<file path="src/rtl/timer_dp.sv">
// -----------------------------------------------------------------------------
// timer_dp
//
// Stopwatch / countdown timer datapath. It keeps hours, minutes, seconds and
// hundredths, counting up (stopwatch) or down (countdown) once per 10 ms tick.
// A clock-enabled prescaler produces the ticks. The block also supports a
// preset load, lap capture and a sticky expiry flag. All time fields are
// updated together on the edge where the prescaler wraps, so no field ever
// shows an intermediate carry/borrow value.
//
// Parameters
//   TICK_DIV  clk cycles per 10 ms tick (>= 2)
//   HOUR_MOD  hour modulus (2..32)
//
// Ports
//   clk           in   system clock
//   reset_n       in   asynchronous active-low reset
//   run_stop      in   level: 1 = counting, 0 = paused
//   clear         in   sync pulse: zero time, prescaler, done and lap_time
//   mode          in   0 = count up, 1 = count down
//   load          in   sync pulse: load saturated preset fields
//   preset_msec   in   7-bit hundredths preset
//   preset_sec    in   6-bit seconds preset
//   preset_min    in   6-bit minutes preset
//   preset_hour   in   5-bit hours preset
//   lap           in   sync pulse: capture the current time
//   msec          out  7-bit hundredths (0..99)
//   sec           out  6-bit seconds (0..59)
//   min           out  6-bit minutes (0..59)
//   hour          out  5-bit hours (0..HOUR_MOD-1)
//   lap_time      out  {hour, min, sec, msec} captured by lap
//   lap_valid     out  one-cycle pulse after a capture
//   tick_10ms     out  one-cycle pulse while a freshly advanced time is shown
//   done          out  sticky: countdown reached zero
//
// Edge priority: clear > load > advance. Lap capture runs in parallel with
// that chain, but a clear on the same edge discards it.
// -----------------------------------------------------------------------------
module timer_dp #(
    parameter int TICK_DIV = 1_000_000,
    parameter int HOUR_MOD = 24
) (
    input  logic        clk,
    input  logic        reset_n,
    input  logic        run_stop,
    input  logic        clear,
    input  logic        mode,
    input  logic        load,
    input  logic [6:0]  preset_msec,
    input  logic [5:0]  preset_sec,
    input  logic [5:0]  preset_min,
    input  logic [4:0]  preset_hour,
    input  logic        lap,
    output logic [6:0]  msec,
    output logic [5:0]  sec,
    output logic [5:0]  min,
    output logic [4:0]  hour,
    output logic [23:0] lap_time,
    output logic        lap_valid,
    output logic        tick_10ms,
    output logic        done
);

    localparam int              PW        = (TICK_DIV > 1) ? $clog2(TICK_DIV) : 1;
    localparam logic [PW-1:0]   PRESC_MAX = PW'(TICK_DIV - 1);
    localparam logic [6:0]      MSEC_MAX  = 7'd99;
    localparam logic [5:0]      SEC_MAX   = 6'd59;
    localparam logic [5:0]      MIN_MAX   = 6'd59;
    localparam logic [4:0]      HOUR_MAX  = 5'(HOUR_MOD - 1);

    // ------------------------------------------------------------------
    // State registers
    // ------------------------------------------------------------------
    logic [PW-1:0] presc_q,     presc_d;
    logic [6:0]    msec_q,      msec_d;
    logic [5:0]    sec_q,       sec_d;
    logic [5:0]    min_q,       min_d;
    logic [4:0]    hour_q,      hour_d;
    logic          done_q,      done_d;
    logic          tick_q,      tick_d;
    logic [23:0]   lap_time_q,  lap_time_d;
    logic          lap_valid_q, lap_valid_d;

    // ------------------------------------------------------------------
    // Enable and prescaler wrap
    // ------------------------------------------------------------------
    // An expired countdown freezes the prescaler and the time fields.
    // In up mode a set done flag has no effect on counting.
    logic en;
    logic wrap;

    assign en   = run_stop & ~(mode & done_q);
    assign wrap = en & (presc_q == PRESC_MAX);

    // ------------------------------------------------------------------
    // Up-count candidate: full carry chain evaluated in one cycle
    // ------------------------------------------------------------------
    logic [6:0] up_msec;
    logic [5:0] up_sec;
    logic [5:0] up_min;
    logic [4:0] up_hour;

    always_comb begin
        up_msec = msec_q;
        up_sec  = sec_q;
        up_min  = min_q;
        up_hour = hour_q;
        if (msec_q != MSEC_MAX) begin
            up_msec = msec_q + 7'd1;
        end else begin
            up_msec = 7'd0;
            if (sec_q != SEC_MAX) begin
                up_sec = sec_q + 6'd1;
            end else begin
                up_sec = 6'd0;
                if (min_q != MIN_MAX) begin
                    up_min = min_q + 6'd1;
                end else begin
                    up_min  = 6'd0;
                    up_hour = (hour_q >= HOUR_MAX) ? 5'd0 : hour_q + 5'd1;
                end
            end
        end
    end

    // ------------------------------------------------------------------
    // Down-count candidate: full borrow chain evaluated in one cycle
    // ------------------------------------------------------------------
    logic [6:0] dn_msec;
    logic [5:0] dn_sec;
    logic [5:0] dn_min;
    logic [4:0] dn_hour;
    logic       time_zero;
    logic       dn_zero;

    assign time_zero = (msec_q == 7'd0) && (sec_q == 6'd0) &&
                       (min_q == 6'd0)  && (hour_q == 5'd0);

    always_comb begin
        dn_msec = msec_q;
        dn_sec  = sec_q;
        dn_min  = min_q;
        dn_hour = hour_q;
        // Already at zero: the time holds and expiry is still flagged below.
        if (!time_zero) begin
            if (msec_q != 7'd0) begin
                dn_msec = msec_q - 7'd1;
            end else begin
                dn_msec = MSEC_MAX;
                if (sec_q != 6'd0) begin
                    dn_sec = sec_q - 6'd1;
                end else begin
                    dn_sec = SEC_MAX;
                    if (min_q != 6'd0) begin
                        dn_min = min_q - 6'd1;
                    end else begin
                        dn_min = MIN_MAX;
                        // hour is non-zero here, otherwise time_zero would be set.
                        dn_hour = (hour_q != 5'd0) ? hour_q - 5'd1 : HOUR_MAX;
                    end
                end
            end
        end
    end

    // Expiry occurs when the decremented value is zero. The case where the
    // time was already zero is included.
    assign dn_zero = (dn_msec == 7'd0) && (dn_sec == 6'd0) &&
                     (dn_min == 6'd0)  && (dn_hour == 5'd0);

    // ------------------------------------------------------------------
    // Preset saturation
    // ------------------------------------------------------------------
    logic [6:0] sat_msec;
    logic [5:0] sat_sec;
    logic [5:0] sat_min;
    logic [4:0] sat_hour;

    always_comb begin
        sat_msec = (preset_msec > MSEC_MAX) ? MSEC_MAX : preset_msec;
        sat_sec  = (preset_sec  > SEC_MAX)  ? SEC_MAX  : preset_sec;
        sat_min  = (preset_min  > MIN_MAX)  ? MIN_MAX  : preset_min;
        sat_hour = (preset_hour > HOUR_MAX) ? HOUR_MAX : preset_hour;
    end

    // ------------------------------------------------------------------
    // Next-state selection
    // ------------------------------------------------------------------
    always_comb begin
        presc_d     = presc_q;
        msec_d      = msec_q;
        sec_d       = sec_q;
        min_d       = min_q;
        hour_d      = hour_q;
        done_d      = done_q;
        tick_d      = 1'b0;
        lap_time_d  = lap_time_q;
        lap_valid_d = 1'b0;

        // Lap captures the time value from before this edge.
        if (lap) begin
            lap_time_d  = {hour_q, min_q, sec_q, msec_q};
            lap_valid_d = 1'b1;
        end

        if (clear) begin
            presc_d     = '0;
            msec_d      = 7'd0;
            sec_d       = 6'd0;
            min_d       = 6'd0;
            hour_d      = 5'd0;
            done_d      = 1'b0;
            lap_time_d  = 24'd0;
            lap_valid_d = 1'b0;
        end else if (load) begin
            presc_d = '0;
            msec_d  = sat_msec;
            sec_d   = sat_sec;
            min_d   = sat_min;
            hour_d  = sat_hour;
            done_d  = 1'b0;
        end else if (en) begin
            if (wrap) begin
                presc_d = '0;
                tick_d  = 1'b1;
                if (mode) begin
                    msec_d = dn_msec;
                    sec_d  = dn_sec;
                    min_d  = dn_min;
                    hour_d = dn_hour;
                    if (dn_zero) begin
                        done_d = 1'b1;
                    end
                end else begin
                    msec_d = up_msec;
                    sec_d  = up_sec;
                    min_d  = up_min;
                    hour_d = up_hour;
                end
            end else begin
                presc_d = presc_q + PW'(1);
            end
        end
    end

    // ------------------------------------------------------------------
    // Registers
    // ------------------------------------------------------------------
    always_ff @(posedge clk or negedge reset_n) begin
        if (!reset_n) begin
            presc_q     <= '0;
            msec_q      <= 7'd0;
            sec_q       <= 6'd0;
            min_q       <= 6'd0;
            hour_q      <= 5'd0;
            done_q      <= 1'b0;
            tick_q      <= 1'b0;
            lap_time_q  <= 24'd0;
            lap_valid_q <= 1'b0;
        end else begin
            presc_q     <= presc_d;
            msec_q      <= msec_d;
            sec_q       <= sec_d;
            min_q       <= min_d;
            hour_q      <= hour_d;
            done_q      <= done_d;
            tick_q      <= tick_d;
            lap_time_q  <= lap_time_d;
            lap_valid_q <= lap_valid_d;
        end
    end

    assign msec      = msec_q;
    assign sec       = sec_q;
    assign min       = min_q;
    assign hour      = hour_q;
    assign lap_time  = lap_time_q;
    assign lap_valid = lap_valid_q;
    assign tick_10ms = tick_q;
    assign done      = done_q;

endmodule

</file>
<file path="config.mk">
export PLATFORM = sky130hd
export DESIGN_NAME = timer_dp
export DESIGN_NICKNAME = d
export VERILOG_FILES = /design/src/rtl/timer_dp.sv
export SDC_FILE = /design/constraint.sdc
export NUM_CORES = 1
export LEC_CHECK = 0
export ABC_CLOCK_PERIOD_IN_PS = 3600
export CAP_MARGIN = 5
export CELL_PAD_IN_SITES_DETAIL_PLACEMENT = 0
export CELL_PAD_IN_SITES_GLOBAL_PLACEMENT = 1
export CORE_MARGIN = 2
export CORE_UTILIZATION = 41
export CTS_BUF_LIST = sky130_fd_sc_hd__clkbuf_4
export CTS_CLUSTER_SIZE = 10
export DETAILED_ROUTE_END_ITERATION = 10
export PLACE_DENSITY = 0.87
export REMOVE_ABC_BUFFERS = 1
export SYNTH_ARGS = -nofsm -noshare
export SYNTH_HDL_FRONTEND = slang
export SYNTH_SLANG_ARGS = --single-unit
export TNS_END_PERCENT = 20
</file>
<file path="constraint.sdc">
create_clock -name clk -period 3.6 [get_ports clk]
set_input_delay 0.9 -clock clk [delete_from_list [all_inputs] [get_ports clk]]
set_output_delay 0.9 -clock clk [all_outputs]
set_load 0.02 [all_outputs]
</file>
==> impl_metrics.tcl <==
set metrics [dict create \
    postCtsHoldBufs 0 \
    place.gp.congestion 0.907 \
    viasPerCell 5.73 \
    drt-wirelength-per-cell_um 16.9 \
    ys_async_sr_fraction 1.00 \
    yosys-top-cells-area "dfrtp_1 37%, nor2_1 6.5%, mux2i_1 5.8%, o21ai_0 3.3%, nand2_1 3.3%" \
    path_cells "clkdlybuf4s50_1 > a21boi_0 > nand3_1 > nand3b_1 > o21ai_1 > nand2_1 > nor4_1 > a21o_1" \
    syn_area_per_cell_um2 8.43 \
    antenna_left 0 \
    synth_top_area_cell "dfrtp_1" \
    wirelength_um 13400 \
    power_frac_seq 0.441 \
    grt.overflow.total 0 \
    drv_slew 0 \
    crit_arrival_ns 3.37 \
    reg2reg_depth 8 \
    post_cts.repair.setup_buffers 0 \
    synth-compound-area-share 0.195 \
    dieArea_mm2 0.0126 \
    dieHeight_um 112 \
    clock_latency_ns 0.45 \
    synthTopCellsByCount "83 x nor2_1, 71 x dfrtp_1, 42 x nand2_1" \
    peakVddDrop_mv 0.201 \
    fin_crit_ns 2.97 \
    clk_pin_slew_ns 0.12 \
    endpoint_kind "flop" \
    setup_viol 0 \
    final_core_util 0.522 \
    path_max_fanout 9 \
    yosys.area_share.simple 0.246 \
    critical-path-max-stage-delay_ns 0.58 \
    hp-class "input pin to async pin" \
    vias 4555 \
    regToRegEndpoint "msec[6]$_DFFE_PN0P_" \
    regArea_mm2 0.00178 \
    cp.required_ns 4.00 \
    drt_iter0_drc 361 \
    grt_pass1_wl_um 22500 \
    drc 0 \
    fin_crit_sh 0.826 \
    rrSetupSlack_ns 0.63 \
    power_density_mw_per_mm2 338 \
    worstMarginPinSlew_ns 0.732 \
    synth_top_family_by_area "simple AND/OR/NAND/NOR gates" \
    fin_skew_ns 0.0138 \
    grtUsageTotal 0.221 \
    diodes 0 \
    yosysMostFrequentCell "nor2_1" \
    ys_warn_count 0 \
    die_w_um 112 \
    synth_cell_type_count 70 \
    max-cap-violations 0 \
    cts_tree "built" \
    ios 82 \
    criticalPathCategory "input pin to flop" \
    synth_edf_count 0 \
    num-fill-cells 1098 \
    run_status "completed" \
    drt-pass1-iter-count 5 \
    synth_area_mm2 0.00481 \
    r2r_start "hour[0]$_DFFE_PN0P_" \
    cts_num_sinks 71 \
    cts-resized-gates 0 \
    clock_path_buffers 2 \
    fin_tns_setup_ns 0 \
    leakagePower_nw 2.49 \
    synth_top_area_frac 0.370 \
    grt_max_degree 44 \
    synth_mux_area_frac 0.0630 \
    power.share.clock 0.251 \
    start_util 0.421 \
    p_int_w 0.00132 \
    critPathLaunchType "input pin" \
    yosysSeqAreaShare 0.370 \
    nets 688 \
    place_hpwl_um 9700 \
    crit_family "simple AND/OR/NAND/NOR gates" \
    p_sw_w 0.000696 \
    report.final.hold_viol_count 0 \
    numCtsBuffers 9 \
    grt_pass1_vias 4440 \
    maxSlewHeadroom 0.512 \
    clock-root-buffer "clkbuf_4" \
    synth_ff_type "dfrtp_1" \
    synthAdderAreaFrac 0.0260 \
    slowest_stage "clkdlybuf4s50_1" \
    rows 39 \
    sw_frac_of_total 0.346 \
    core_area_mm2 0.0114 \
    fmax_ghz 0.336 \
    synth.ff_latch_count 71 \
    drive_gt1_frac 0.0859 \
    cp_num_buf_inv 1 \
    synth_cells 570 \
    rsz0062_at_grt "no" \
    pwr-share-comb 0.307 \
    port_buffers 81 \
    multi_input_area_mm2 0.00279 \
    cts-htree-levels 3 \
    area_delta_synth_final_pct 23.9 \
    synth_xor_area_frac 0.0510 \
    antenna_found_initial 0 \
]
final cells by class:
cell class              count  area share
clock buffers              10      0.0126
well taps                 143      0.0300
inverters                  18      0.0113
repair buffers            106       0.169
flip-flops and latches     71       0.298
clock inverters             6      0.0103
multi-input cells         441       0.469
how the worst max path moves through the flow:
stage / from / endpoint / slack, ns / depth (start not counted)
floorplan: hour[0]$_DFFE_PN0P_ / sec[4]$_DFFE_PN0P_ / 0.69 / 9
global placement: mode / hour[2]$_DFFE_PN0P_ / 0.33 / 8
detailed placement: mode / hour[1]$_DFFE_PN0P_ / 0.22 / 8
CTS: hour[0]$_DFFE_PN0P_ / msec[6]$_DFFE_PN0P_ / 0.61 / 8
global route: hour[0]$_DFFE_PN0P_ / sec[4]$_DFFE_PN0P_ / 0.38 / 9
finish: mode / hour[1]$_DFFE_PN0P_ / 0.63 / 8
power groups by stage:
stage	Combinational, W	Sequential (W)	Clock (W)
final	0.000619	0.000888	0.000506
after global routing	0.000677	0.000895	0.000566
after CTS	0.000618	0.000887	0.000532
after detailed placement	0.000615	0.000903	0
after global placement	0.000608	0.000901	0
after floorplan	0.000283	0.000954	0
worst register-to-register path, delay by kind of cell (launching register included):
family,cells,cell delay (ns)
and+or+nand+nor,4,1.28
AOI/OAI and AO/OA,2,0.76
DFF,1,0.40
adders and majority gates,1,0.28
buffers and inverters,1,0.11
registers in the layout, summed over array words and instances, names as in the netlist, 5 cells and up:
name,cells
min,6
lap_time,24
presc_q,20
hour,5
sec,6
msec,7
placed cells by master (no fill, tap or decap), drive strengths merged, types with 6 or more instances in the layout:
master,n
nor4,7
a31oi,8
buf,26
or3,12
nor2b,7
nand3,25
mux2i,28
clkbuf,10
o211ai,9
dfrtp,71
a221oi,8
a211oi,6
xor2,14
nand4,8
xnor2,14
ha,10
o21ai,34
a21oi,22
clkdlybuf4s50,80
nand2,42
nor3,20
o31ai,6
and3,7
inv,18
a21o,6
nor2,83
per-layer routing:
layer / track usage / wire [um] / share of wire
met1: 0.301 / 6240 / 0.46
met2: 0.344 / 6240 / 0.46
met3: 0.0405 / 580 / 0.043
met4: 0.0992 / 380 / 0.028
met5: 0 / 0 / 0
through the flow:
| step | power [W] | std cells | hold slack [ns] | worst slack [ns] | instance area, um2 |
|---|---|---|---|---|---|
| floorplan | 0.00124 | 530 | 0.498 | 0.693 | 4640 |
| global placement | 0.00151 | 779 | 0.501 | 0.326 | 5820 |
| detailed placement | 0.00152 | 779 | 0.510 | 0.223 | 5820 |
| CTS | 0.00204 | 795 | 0.496 | 0.609 | 5960 |
| global route | 0.00214 | 795 | 0.543 | 0.376 | 5960 |
| finish | 0.00201 | 795 | 0.506 | 0.627 | 5960 |
cells by family (layout without fill, tap and decap cells):
family | after synthesis | after routing
and+or+nand+nor | 236 | 236
AOI/OAI and AO/OA | 137 | 137
DFF | 71 | 71
buffers and inverters | 58 | 140
muxes | 30 | 30
xor gates and xnor gates | 28 | 28
adders and majority gates | 10 | 10
No activity file was read; power rests on OpenSTA's default activity.
